--- src/rtl/fifo_wr_arbiter_if.sv ---
// fifo_wr_arbiter_if: producer-side and FIFO-side write bus shared by the arbiter.
// Ports (signals): req, req_data from producers; gnt, accept back to producers;
// data_in, wr_en to the FIFO; full, wr_ack, overflow from the FIFO.
interface fifo_wr_arbiter_if #(
    parameter int FIFO_WIDTH = 16,
    parameter int NUM_REQ    = 4
);
    logic [NUM_REQ-1:0]            req;
    logic [NUM_REQ*FIFO_WIDTH-1:0] req_data;
    logic [NUM_REQ-1:0]            gnt;
    logic [NUM_REQ-1:0]            accept;
    logic [FIFO_WIDTH-1:0]         data_in;
    logic                          wr_en;
    logic                          full;
    logic                          wr_ack;
    logic                          overflow;

    modport master (
        input  req, req_data, full, wr_ack, overflow,
        output gnt, accept, data_in, wr_en
    );

    modport slave (
        output req, req_data, full, wr_ack, overflow,
        input  gnt, accept, data_in, wr_en
    );
endinterface

--- src/rtl/fifo_wr_arbiter.sv ---
// fifo_wr_arbiter: round-robin burst arbiter sharing one FIFO write port among producers.
// Ports: clk, rst_n (sync active-low); bus (master modport: req/req_data/gnt/accept
// to producers, data_in/wr_en/full/wr_ack/overflow to FIFO); owner_id, busy status;
// err_ack, err_ovf sticky protocol-error flags.
module fifo_wr_arbiter #(
    parameter int FIFO_WIDTH = 16,
    parameter int NUM_REQ    = 4,
    parameter int MAX_BURST  = 4
) (
    input  logic                       clk,
    input  logic                       rst_n,
    fifo_wr_arbiter_if.master          bus,
    output logic [$clog2(NUM_REQ)-1:0] owner_id,
    output logic                       busy,
    output logic                       err_ack,
    output logic                       err_ovf
);
    localparam int IW = $clog2(NUM_REQ);

    typedef enum logic {IDLE, OWN} state_t;

    state_t               state, state_nx;
    logic [NUM_REQ-1:0]   gnt_q, gnt_nx;
    logic [IW-1:0]        owner_nx, rr_ptr, rr_nx, pick;
    logic [3:0]           burst_cnt, burst_nx;
    logic                 exp_ack;
    logic                 own, release_now;

    assign own         = state == OWN;
    assign busy        = own;
    assign bus.gnt     = gnt_q;
    assign bus.wr_en   = own & bus.req[owner_id] & ~bus.full;
    assign bus.accept  = bus.wr_en ? (NUM_REQ'(1) << owner_id) : '0;
    assign bus.data_in = own ? bus.req_data[owner_id*FIFO_WIDTH +: FIFO_WIDTH] : '0;
    // Release when the owner runs dry or the last word of a full burst is taken.
    assign release_now = own & (~bus.req[owner_id] |
                                (bus.wr_en & (burst_cnt == 4'(MAX_BURST - 1))));

    // Scan offsets from farthest to nearest so the requester closest to rr_ptr wins.
    always_comb begin
        pick = rr_ptr;
        for (int k = NUM_REQ - 1; k >= 0; k--)
            if (bus.req[(int'(rr_ptr) + k) % NUM_REQ])
                pick = IW'((int'(rr_ptr) + k) % NUM_REQ);
    end

    always_comb begin
        state_nx = state;
        gnt_nx   = gnt_q;
        owner_nx = owner_id;
        rr_nx    = rr_ptr;
        burst_nx = burst_cnt;
        if (state == IDLE) begin
            if (|bus.req) begin
                state_nx = OWN;
                gnt_nx   = NUM_REQ'(1) << pick;
                owner_nx = pick;
                burst_nx = '0;
            end
        end else if (release_now) begin
            state_nx = IDLE;
            gnt_nx   = '0;
            rr_nx    = (owner_id == IW'(NUM_REQ - 1)) ? '0 : owner_id + 1'b1;
        end else if (bus.wr_en) begin
            burst_nx = burst_cnt + 1'b1;
        end
    end

    always_ff @(posedge clk) begin
        if (!rst_n) begin
            state     <= IDLE;
            gnt_q     <= '0;
            owner_id  <= '0;
            rr_ptr    <= '0;
            burst_cnt <= '0;
            exp_ack   <= 1'b0;
            err_ack   <= 1'b0;
            err_ovf   <= 1'b0;
        end else begin
            state     <= state_nx;
            gnt_q     <= gnt_nx;
            owner_id  <= owner_nx;
            rr_ptr    <= rr_nx;
            burst_cnt <= burst_nx;
            exp_ack   <= bus.wr_en;
            if (bus.wr_ack != exp_ack)
                err_ack <= 1'b1;
            if (bus.overflow)
                err_ovf <= 1'b1;
        end
    end
endmodule
--- src/flat_wrapper.sv ---
// flat-port wrapper written by rule: the top's interface ports become plain ports
module fifo_wr_arbiter_flat 
#(
    parameter int FIFO_WIDTH = 16,
    parameter int NUM_REQ    = 4,
    parameter int MAX_BURST  = 4
)
  (clk, rst_n, owner_id, busy, err_ack, err_ovf, bus_req, bus_req_data, bus_full, bus_wr_ack, bus_overflow, bus_gnt, bus_accept, bus_data_in, bus_wr_en);
  fifo_wr_arbiter_if #(.FIFO_WIDTH(FIFO_WIDTH), .NUM_REQ(NUM_REQ)) bus_i ();
  input  logic clk;
  input  logic rst_n;
  output logic [$clog2(NUM_REQ)-1:0] owner_id;
  output logic busy;
  output logic err_ack;
  output logic err_ovf;
  input wire logic [$bits(bus_i.req)-1:0] bus_req;
  input wire logic [$bits(bus_i.req_data)-1:0] bus_req_data;
  input wire logic [$bits(bus_i.full)-1:0] bus_full;
  input wire logic [$bits(bus_i.wr_ack)-1:0] bus_wr_ack;
  input wire logic [$bits(bus_i.overflow)-1:0] bus_overflow;
  output wire logic [$bits(bus_i.gnt)-1:0] bus_gnt;
  output wire logic [$bits(bus_i.accept)-1:0] bus_accept;
  output wire logic [$bits(bus_i.data_in)-1:0] bus_data_in;
  output wire logic [$bits(bus_i.wr_en)-1:0] bus_wr_en;
  assign bus_i.req = bus_req;
  assign bus_i.req_data = bus_req_data;
  assign bus_i.full = bus_full;
  assign bus_i.wr_ack = bus_wr_ack;
  assign bus_i.overflow = bus_overflow;
  assign bus_gnt = bus_i.gnt;
  assign bus_accept = bus_i.accept;
  assign bus_data_in = bus_i.data_in;
  assign bus_wr_en = bus_i.wr_en;
  fifo_wr_arbiter #(.FIFO_WIDTH(FIFO_WIDTH), .NUM_REQ(NUM_REQ), .MAX_BURST(MAX_BURST)) u_core (.clk(clk), .rst_n(rst_n), .bus(bus_i), .owner_id(owner_id), .busy(busy), .err_ack(err_ack), .err_ovf(err_ovf));
endmodule
--- config.mk ---
export PLATFORM = sky130hd
export DESIGN_NAME = fifo_wr_arbiter_flat
export DESIGN_NICKNAME = d
export VERILOG_FILES = /design/src/rtl/fifo_wr_arbiter_if.sv /design/src/rtl/fifo_wr_arbiter.sv /design/src/flat_wrapper.sv
export SDC_FILE = /design/constraint.sdc
export NUM_CORES = 1
export LEC_CHECK = 0
export BUFFER_PORTS_ARGS = -buffer_cell sky130_fd_sc_hd__clkbuf_2
export CAP_MARGIN = 20
export CORE_UTILIZATION = 41
export CTS_BUF_LIST = sky130_fd_sc_hd__clkbuf_8
export CTS_CLUSTER_DIAMETER = 50
export CTS_CLUSTER_SIZE = 16
export DETAILED_ROUTE_END_ITERATION = 16
export PLACE_DENSITY = 0.82
export SLEW_MARGIN = 10
export SYNTH_ARGS = -nofsm -noshare
export SYNTH_HDL_FRONTEND = slang
export SYNTH_SLANG_ARGS = --single-unit
export TNS_END_PERCENT = 30
--- constraint.sdc ---
create_clock -name clk -period 2.1 [get_ports clk]
set_input_delay 0 -clock clk [delete_from_list [all_inputs] [get_ports clk]]
set_output_delay 0 -clock clk [all_outputs]
set_load 0.005 [all_outputs]
## After elaboration in Yosys (flattened, before gate mapping)

Cells that the tools add are included.
W data, S select, Z words.

- Bits in registers: 16
- Output and inout port bits: 30
- Word-level logic and storage cells: 77
- Input port bits: 73

- $add $sub $neg: 5
- $lt $le $gt $ge: 5
- Shift-type cells: 3
- Multiplexer cells: 30
- Equal/unequal tests: 6
- Reduce and logical (&&, ||, !) cells: 9
- Bitwise operators: 11

Operator list:

| cell | number |
|---|---|
| $shiftx A64 B7 Y16 | 1 |
| $mux W4 | 8 |
| $mux W16 | 1 |
| $lt A3 B4 Y1 const B | 3 |
| $mux W1 | 11 |
| $bmux W1 S2 | 5 |
| $mux W2 | 5 |
| $shl A1 B2 Y4 const A | 2 |
| $lt A2 B3 Y1 const B | 2 |
| $reduce_and A2 Y1 | 3 |
| $reduce_or A2 Y1 | 3 |
| $add A2 B1 Y2 const B | 2 |
| $add A2 B2 Y2 const B | 2 |
| $add A4 B1 Y4 const B | 1 |
| $and A1 B1 Y1 | 4 |
| $eq A4 B2 Y1 const B | 1 |
| $ne A2 B2 Y1 const B | 2 |
| $reduce_or A4 Y1 | 1 |
| $and A1 B1 Y1 const A | 3 |
| $not A1 Y1 | 3 |
| $reduce_and A3 Y1 | 1 |
| $eq A2 B2 Y1 const B | 1 |
| $ne A2 B1 Y1 const B | 1 |
| $reduce_bool A2 Y1 | 1 |
| 2 further kinds | 2 |

## Logic depth before layout (Yosys ltp)

- Depth in word-level cells: 13
- Gate-level depth with buffers: 7
- Depth with buffers taken out: 6

## Worst setup path after synthesis

Ideal clock, no wire load.

- Path type: flip-flop to flip-flop
- From: register u_core.burst_cnt[0]
- To: register u_core.rr_ptr[0]
- Stages on the path, launching flop included: 7
- Period minus slack after synthesis: 1.652 ns
- Buffers on the path: 0
- Data required time: 2.030 ns
- Arrival time: 1.582 ns
- Setup time: 0.070 ns
- Setup slack: 0.448 ns
- Path through: dfxtp_1 ha_1 or3b_4 o21ai_2 nand2_4 or3_1 a21boi_1

- Word-level cells in the longest chain between the ends: 5

Ends and longest elaborated chain:

| what | line | text |
|---|---|---|
| start: declaration | fifo_wr_arbiter.sv:25 | `logic [3:0] burst_cnt, burst_nx;` |
| start signal: assignment | fifo_wr_arbiter.sv:84 | `burst_cnt <= burst_nx;` |
| $eq A4 B2 Y1 | fifo_wr_arbiter.sv:37 | `(bus.wr_en & (burst_cnt == 4'(MAX_BURST - 1))));` |
| $and A1 B1 Y1 | fifo_wr_arbiter.sv:37 |  |
| $or A1 B1 Y1 | fifo_wr_arbiter.sv:36 | `assign release_now = own & (~bus.req[owner_id] \|` |
| $and A1 B1 Y1 | fifo_wr_arbiter.sv:36 |  |
| $reduce_and A2 Y1 (no line) | -- |  |
| end signal: assignment | fifo_wr_arbiter.sv:83 | `rr_ptr <= rr_nx;` |
| end: declaration | fifo_wr_arbiter.sv:24 | `logic [IW-1:0] owner_nx, rr_ptr, rr_nx, pick;` |

No other way between the ends.
A chain may end at the register's enable or synchronous reset.

## Final worst setup path

- From: register u_core.owner_id[0]
- To: output port bus_data_in[11]

- Word-level cells in the longest chain between the ends: 2

Ends and longest elaborated chain:

| what | line | text |
|---|---|---|
| start: declaration | fifo_wr_arbiter.sv:13 | `output logic [$clog2(NUM_REQ)-1:0] owner_id,` |
| start signal: assignment | fifo_wr_arbiter.sv:82 | `owner_id <= owner_nx;` |
| $shiftx A64 B7 Y16 | fifo_wr_arbiter.sv:34 | `assign bus.data_in = own ? bus.req_data[owner_id*FIFO_WIDTH +: FIFO_WIDTH] : '0;` |
| $mux W16 | fifo_wr_arbiter.sv:34 |  |
| end: declaration | flat_wrapper.sv:23 | `output wire logic [$bits(bus_i.data_in)-1:0] bus_data_in;` |

No other way between the ends.

==> impl_metrics.toml <==
[grt]
antenna_found_initial = 0
grtUsageTotal_pct = 20.4
grt_max_degree = 23
grt_pass1_wl_um = 5500
grt_overflow = 0
grt_pass1_vias = 1330

[worst_setup_path]
path_class = "reg2out"
crit_slowest_cell = "mux4_2"
slowest_delay_ps = 550
cp-end-kind = "output pin"
rr_worst_depth = 6
reg2reg_setup_slack_ps = 340
cp_data_required_time_ps = 2100
r2r_start = "u_core.burst_cnt[0]"
r2r_end = "u_core.rr_ptr[0]"
crit_chain = "buf_4, mux4_2, and2_1, clkbuf_2"
arrival_ps = 1770
path_max_fanout = 22
cp-start-kind = "register"
critical_path_buf_inv_count = 2
crit_family = "multiplexers"

[detailed_routing]
drc = 0
routedWlPerCell_um = 12.8
dr.pass1.iters = 4
wirelength_um = 3580
dr_total_vias = 1440
drt_iter0_markers = 28
ant_nets = 0
vias_per_cell = 5.16

[floorplanning]
ioPinCount = 103
start_util_pct = 43.8
die_w_um = 59.6
row_count = 20
die_h_um = 59.6
die_area_sq_mm = 0.00355
design.core.area_sq_mm = 0.00310

[final_layout]
syn_to_final_growth_pct = 44.2
n_antenna_cell = 0
fillCellCount = 276
drive_above_1_share_pct = 55.3
multiInputGateArea_sq_um = 976
utilization_pct = 63.2
register_area_sq_um = 320
finalNetCount = 314

[placed_design]
gp_congestion = 0.788
hpwlAfterDp_um = 2970
port_buffers = 102

[logic_synthesis]
synth_cells = 134
synth-seq-cells = 16
yosysSeqAreaShare_pct = 23.6
yosysUniqueCellTypes = 35
ys_warn_count = 0
synth_edf_count = 0
syn_nets = 212
synthFlopType = "dfxtp_1"
netlist_area_sq_mm = 0.00136
synthArstFlopShare_pct = 0
synth.avg_cell_area_sq_um = 10.1

[timing]
finalCriticalPeriod_ps = 1770
report.final.hold_viol_count = 0
maxSlewViolCount = 0
worst_slew_margin_rel_pct = 64.5
max_slew.worst_pin.slew_ps = 529
finalSetupViolCount = 0
fin_skew_ps = 3.37
rsz0062_at_grt = "no"
timing.final.crit_share_pct = 84.5
fin_tns_setup_ps = 0
fmax_ghz = 0.564

[clock_network]
cts_tree = "built"
cts_resized = 0
cts_sinks = 16
cts_buffers = 3
clockBufferDepth = 2
postCtsSetupBuffers = 0
root_buffer = "clkbuf_8"
postCtsHoldBufs = 1
path_clk_slew_ps = 60
htreeDepth = 1
worstSkewPairLatency_ps = 250

[flow_run]
cap_violations = 0

[min_path]
min_to = "u_core.err_ack"
hold_depth = 3
hp-class = "in2reg"
worstHoldStart = "bus_wr_ack"

[run_status]
outcome = "finished, final reports clean"

[power]
leakage_uw = 0.000952
p_per_area_mw_per_mm2 = 470
vdd_drop_max_mv = 0.379
fin_total_pwr_uw = 922
-- worst max-delay path by stage --
stage	start	to	slack (ps)	depth (start not counted)
global route	u_core.owner_id[0]	bus_data_in[14]	210	4
CTS	u_core.owner_id[0]	bus_data_in[11]	300	4
floorplan	u_core.burst_cnt[0]	u_core.rr_ptr[0]	450	6
global placement	u_core.burst_cnt[0]	u_core.rr_ptr[0]	400	6
detailed placement	u_core.burst_cnt[0]	u_core.rr_ptr[0]	350	6
finish	u_core.owner_id[0]	bus_data_in[11]	330	4
-- cell type report --
| class | count | share of cell area, % |
|---|---|---|
| flip-flops and latches | 16 | 16.3 |
| repair buffers | 106 | 27.7 |
| well taps | 44 | 2.81 |
| inverters | 3 | 0.574 |
| clock buffers | 4 | 2.81 |
| multi-input cells | 106 | 49.8 |
-- worst reg2reg max path: cells and delay by family (launching register included) --
family                     cells  cell delay [ps]
adders and majority gates      1              190
and+or+nand+nor                3              820
AOI/OAI and AO/OA              2              300
DFF                            1              370
-- cell usage after synthesis, types with 3 or more instances --
master	number	area, sq um
mux4_2	17	383
dfxtp_1	16	320
nand4_1	3	18.8
nor2_1	4	15.0
or3_1	3	18.8
a21boi_1	6	45.0
and2_1	21	131
nand3_1	4	20.0
buf_2	3	15.0
ha_1	5	62.6
clkbuf_1	3	11.3
nand2b_1	3	18.8
o21a_1	3	22.5
inv_1	3	11.3
nand2_1	11	41.3
-- sequential cells by signal, indices dropped and copies added (netlist names) --
name	count
u_core.owner_id	2
u_core.exp_ack	1
u_core.rr_ptr	2
u_core.err_ovf	1
u_core.burst_cnt	4
u_core.err_ack	1
u_core.bus.gnt	4
u_core.busy	1
-- metrics by stage --
stage	area (sq um)	setup WS (ps)	hold WS [ps]	std cells
after floorplan	1360	448	110	134
after global placement	1900	403	197	274
after detailed placement	1900	349	211	274
after CTS	1960	302	100	279
after global routing	1960	208	124	279
final	1960	326	98.3	279
-- logic make-up after synthesis --
family                     Yosys count  share of synthesized area [%]
muxes                               18                           28.9
DFF                                 16                           23.6
adders and majority gates            5                           4.60
xor gates and xnor gates             2                           1.29
and+or+nand+nor                     63                           27.7
buffers and inverters               12                           4.69
AOI/OAI and AO/OA                   18                           9.29
-- routing by layer --
layer / vias up / global-route usage (%) / part of all wire (%)
met3: 14 / 3.49 / 9.1
met5: - / 0 / 0
met2: 66 / 36.4 / 49
met1: 664 / 23.0 / 38
li1: 696 / - / -
met4: 0 / 11.0 / 3.4
-- power breakdown --
part / internal, uW / switching [uW] / total [uW] / leakage (uW)
combinational: 187 / 133 / 320 / 0.000792
clock: 166 / 102 / 268 / 0.0000288
sequential: 321 / 13.2 / 334 / 0.000131
total: 674 / 248 / 922 / 0.000952
-- placed cells by master, fill, tap and decap left out, types with 3 or more instances in the layout --
cell	count
a21boi_1	6
and2_1	21
buf_4	3
clkbuf_2	102
clkbuf_8	4
dfxtp_1	16
ha_1	5
inv_1	3
mux4_2	17
nand2_1	11
nand2b_1	3
nand3_1	4
nand4_1	3
nor2_1	4
o21a_1	3
or3_1	3
Power figures use the tool's default switching activity.
